`config.mk`:
```
export PLATFORM = sky130hd
export DESIGN_NAME = riscv_mem_arbiter
export DESIGN_NICKNAME = d
export VERILOG_FILES = /design/src/rtl/riscv_mem_arbiter.sv
export SDC_FILE = /design/constraint.sdc
export NUM_CORES = 1
export LEC_CHECK = 0
export CORE_ASPECT_RATIO = 1.4
export CORE_UTILIZATION = 42
export CTS_BUF_LIST = sky130_fd_sc_hd__clkbuf_8
export CTS_CLUSTER_SIZE = 16
export DETAILED_ROUTE_END_ITERATION = 8
export GPL_ROUTABILITY_DRIVEN = 1
export GPL_TIMING_DRIVEN = 0
export PLACE_DENSITY = 0.86
export SLEW_MARGIN = 20
export SYNTH_ARGS = -nofsm -noshare
export SYNTH_HDL_FRONTEND = slang
export SYNTH_SLANG_ARGS = --single-unit
```
`constraint.sdc`:
```
create_clock -name clk -period 6 [get_ports clk]
set_input_delay 1.2 -clock clk [delete_from_list [all_inputs] [get_ports clk]]
set_output_delay 1.2 -clock clk [all_outputs]
set_load 0.01 [all_outputs]
```
`src/rtl/riscv_mem_arbiter.sv`:
```
// Two-to-one arbiter that serializes the core's fetch and data channels onto a
// single memory port: one transaction outstanding, one-bit round-robin on ties.
module riscv_mem_arbiter #(
  parameter int ADDR_W = 32,
  parameter int DATA_W = 32
) (
  input  logic                clk,
  input  logic                rst,
  input  logic [ADDR_W-1:0]   PC,
  input  logic                Inst_Req_Valid,
  output logic                Inst_Req_Ack,
  output logic [DATA_W-1:0]   Instruction,
  output logic                Inst_Valid,
  input  logic                Inst_Ack,
  input  logic [ADDR_W-1:0]   Address,
  input  logic                MemRead,
  input  logic                MemWrite,
  input  logic [DATA_W-1:0]   Write_data,
  input  logic [DATA_W/8-1:0] Write_strb,
  output logic                Mem_Req_Ack,
  output logic [DATA_W-1:0]   Read_data,
  output logic                Read_data_Valid,
  input  logic                Read_data_Ack,
  output logic                mem_req_valid,
  input  logic                mem_req_ready,
  output logic [ADDR_W-1:0]   mem_addr,
  output logic                mem_wen,
  output logic [DATA_W-1:0]   mem_wdata,
  output logic [DATA_W/8-1:0] mem_wstrb,
  input  logic                mem_rvalid,
  input  logic [DATA_W-1:0]   mem_rdata,
  output logic                mem_rready
);
  typedef enum logic [1:0] {IDLE, REQ, RWAIT, HOLD} st_t;
  localparam logic OWN_INST = 1'b0;
  localparam logic OWN_DATA = 1'b1;

  st_t  st, st_n;
  logic own, last;
  logic inst_pend, data_pend;
  logic grant, grant_data, hs, cap, done;

  assign inst_pend = Inst_Req_Valid;
  assign data_pend = MemRead | MemWrite;

  always_comb begin
    st_n       = st;
    grant      = 1'b0;
    grant_data = 1'b0;
    hs         = 1'b0;
    cap        = 1'b0;
    done       = 1'b0;
    case (st)
      IDLE: begin
        if (inst_pend || data_pend) begin
          grant      = 1'b1;
          // On a tie the channel that did not win last time goes first.
          grant_data = data_pend && (!inst_pend || last == OWN_INST);
          st_n       = REQ;
        end
      end
      REQ: begin
        if (mem_req_ready) begin
          hs   = 1'b1;
          st_n = mem_wen ? IDLE : RWAIT;
        end
      end
      RWAIT: begin
        if (mem_rvalid) begin
          cap  = 1'b1;
          st_n = HOLD;
        end
      end
      HOLD: begin
        if ((own == OWN_DATA) ? Read_data_Ack : Inst_Ack) begin
          done = 1'b1;
          st_n = IDLE;
        end
      end
      default: st_n = IDLE;
    endcase
  end

  always_ff @(posedge clk or posedge rst) begin
    if (rst) begin
      st              <= IDLE;
      own             <= OWN_INST;
      last            <= OWN_DATA;
      mem_req_valid   <= 1'b0;
      mem_addr        <= '0;
      mem_wen         <= 1'b0;
      mem_wdata       <= '0;
      mem_wstrb       <= '0;
      mem_rready      <= 1'b0;
      Inst_Req_Ack    <= 1'b0;
      Mem_Req_Ack     <= 1'b0;
      Inst_Valid      <= 1'b0;
      Read_data_Valid <= 1'b0;
      Instruction     <= '0;
      Read_data       <= '0;
    end else begin
      st           <= st_n;
      Inst_Req_Ack <= hs && (own == OWN_INST);
      Mem_Req_Ack  <= hs && (own == OWN_DATA);
      if (grant) begin
        own           <= grant_data;
        last          <= grant_data;
        mem_req_valid <= 1'b1;
        mem_addr      <= grant_data ? Address : PC;
        // A simultaneous read and write is treated as a write.
        mem_wen       <= grant_data && MemWrite;
        mem_wdata     <= grant_data ? Write_data : '0;
        mem_wstrb     <= (grant_data && MemWrite) ? Write_strb : '0;
      end
      if (hs) begin
        mem_req_valid <= 1'b0;
        mem_rready    <= !mem_wen;
      end
      if (cap) begin
        mem_rready <= 1'b0;
        if (own == OWN_DATA) begin
          Read_data       <= mem_rdata;
          Read_data_Valid <= 1'b1;
        end else begin
          Instruction <= mem_rdata;
          Inst_Valid  <= 1'b1;
        end
      end
      if (done) begin
        Inst_Valid      <= 1'b0;
        Read_data_Valid <= 1'b0;
      end
    end
  end
endmodule

```
==> impl_metrics.tcl <==
set metrics [dict create \
    outcome "finished, final reports clean" \
    seq_area_frac_synth 0.613 \
    nFillCells 990 \
    die_w_um 102 \
    required_ns 6.33 \
    gr-usage-met2 0.454 \
    syn_area_per_cell_um2 13.0 \
    hpwl_um 13500 \
    rrSetupSlack_ns 4.18 \
    worst_setup_path_start_kind "primary input" \
    synthCells 449 \
    die_y_um 142 \
    synth-simple-area-share 0.0587 \
    portBuffers 279 \
    setup_slack_ns 3.27 \
    clk-insertion-delay-late_ns 0.42 \
    drv_slew 0 \
    diodes 0 \
    setup_viol 0 \
    leakage_nw 3.83 \
    drc_errors 0 \
    synthAdderAreaFrac 0 \
    cts_tree "done" \
    grtUsageMet3 0.0680 \
    ir_drop_v 0.000251 \
    arrival_ns 3.07 \
    die_area_mm2 0.0144 \
    use_met1 0.257 \
    cellPowerDensity_mw_per_mm2 498 \
    finish.instance_area_mm2 0.00926 \
    synth_area_mm2 0.00584 \
    synthMuxAreaShare 0.125 \
    skew_ns 0.0130 \
    core.rowCount 50 \
    grt_max_degree 85 \
    antenna_found_initial 0 \
    dpl_cell_area_mm2 0.00889 \
    overflow 0 \
    drt_wl_total_um 17200 \
    start_util 0.434 \
    clkTransAtPathRegs_ns 0.09 \
    yosys.area_share.xor_xnor 0 \
    gp_congestion 0.855 \
    ys.flop_type "dfrtp_1" \
    dpl_worst_slack_ns 2.82 \
    synth-compound-area-share 0.164 \
    layout_commonest_cell "clkdlybuf4s50_1" \
    synth_top_family_by_area "compound AO/OA/AOI/OAI gates" \
    drt-initial-drc-count 175 \
    hold_buffers 0 \
    drive_gt1_frac 0.104 \
    layoutNonFillerInstCount 943 \
    crit_type "primary input to register" \
    finalCriticalPeriod_ns 2.73 \
    drt-vias-per-instance 5.30 \
    ys_warn_count 0 \
    vias 4998 \
    grt_first_pass_wirelength_um 27000 \
    holdCritPathClass "register to register" \
    relSlewSlack 0.671 \
    hold_viol 0 \
    drtAntennaViolNets 0 \
    post_cts_buffers 0 \
    ios 280 \
    ys_ff_latch 143 \
    clk_path_buf_depth 2 \
    grt_usage 0.244 \
    async_flop_share 1.00 \
    nNetsFinal 889 \
    cap_viol_max_count 0 \
    cts_buffers 17 \
    yosys.cell_types.count 32 \
    syn_to_final_growth_pct 58.5 \
    worst_pin_slew_ns 0.494 \
    mostFrequentLayoutCells "279 x clkdlybuf4s50_1, 142 x dfrtp_1, 48 x mux2_1, 37 x a21oi_1, 35 x o21ai_0" \
    first_pass_iters 4 \
    synth_edf_count 0 \
    final.period_utilization 0.456 \
    timing.fmax_mhz 366 \
    clockRootBuffer "clkbuf_8" \
    core_region_area_mm2 0.0135 \
    cp_max_fo 10 \
    synthesis.nets 590 \
    grt_pass1_vias 5320 \
    cts.sink_count 143 \
    end_kind "register" \
    ctsResizeCount 0 \
    grt.busiest_layer "met2" \
    wl_per_cell_um 18.3 \
    grt_setup_unrepaired "no" \
    htree_levels 4 \
    dp.cells 911 \
]
[power by group]
part,switching [mW],total [mW],leakage (nW),internal [mW]
clock,0.393,0.692,0.182,0.299
sequential,0.274,1.70,1.73,1.43
combinational,0.961,2.22,1.92,1.26
total,1.63,4.61,3.83,2.98
[logic make-up (layout without fill, tap and decap cells)]
logic type	after synthesis	count (layout)
DFF	143	143
AOI/OAI and AO/OA	148	148
and+or+nand+nor	49	49
buffers and inverters	44	356
muxes	65	65
[path summary, 6_finish.rpt]
check / start / cells after the start / endpoint
max in group asynchronous: rst / 3 / mem_addr[1]
min in group asynchronous: rst / 2 / mem_wdata[16]
worst max register to register: register / 5 / mem_addr[12]
worst min register to register: Instruction[1] / 1 / Instruction[1]
worst max-delay path: MemWrite / 6 / mem_addr[12]
worst min-delay path: Instruction[1] / 1 / Instruction[1]
[flip-flops by register name, summed over array words and instances, names as in the netlist, 4 cells and up, named ones only]
name,flops
Instruction,32
Read_data,32
mem_addr,32
mem_wdata,32
mem_wstrb,4
[cell type report]
type | count | area, µm² | share of cell area
multi-input combinational | 262 | 2030 | 0.219
clock inverter | 15 | 126 | 0.0137
sequential | 143 | 3580 | 0.387
tap | 182 | 228 | 0.0246
clock buffer | 17 | 234 | 0.0253
buffer | 40 | 214 | 0.0231
timing repair buffer | 280 | 2820 | 0.305
inverter | 4 | 22.5 | 0.00243
[cell usage after synthesis (all sizes together) (4+ instances only)]
cell	count	area share
a32o	4	0.0069
o21ai	35	0.030
mux2	64	0.12
nor2	6	0.0043
a31oi	32	0.034
a22o	33	0.049
nand3b	32	0.041
clkbuf	16	0.010
inv	4	0.0026
buf	24	0.026
dfrtp	142	0.61
a21oi	37	0.032
[through the flow]
step                      hold slack (ns)  total power, mW   util  setup TNS [ns]
final                               0.488             4.61  0.688               0
after global routing                0.510             4.89  0.688               0
after CTS                           0.493             4.66  0.688               0
after detailed placement            0.474             3.95  0.661               0
after global placement              0.467             3.84  0.659          -87.41
after floorplan                     0.516             2.67      -               0
[critical path, stage by stage]
cell	delay, ns
clkdlybuf4s50_1	0.54
nor2_1	0.18
clkbuf_1	0.38
clkbuf_1	0.36
o21ai_0	0.18
a31oi_1	0.22
[metal layers]
| metal | up-vias | routed length (µm) |
|---|---|---|
| met1 | 2470 | 6160 |
| met3 | 26 | 1250 |
| met2 | 242 | 9450 |
| met4 | 0 | 380 |
| met5 | - | 0 |
| li1 | 2260 | - |
(Power assumes the default switching activity.)
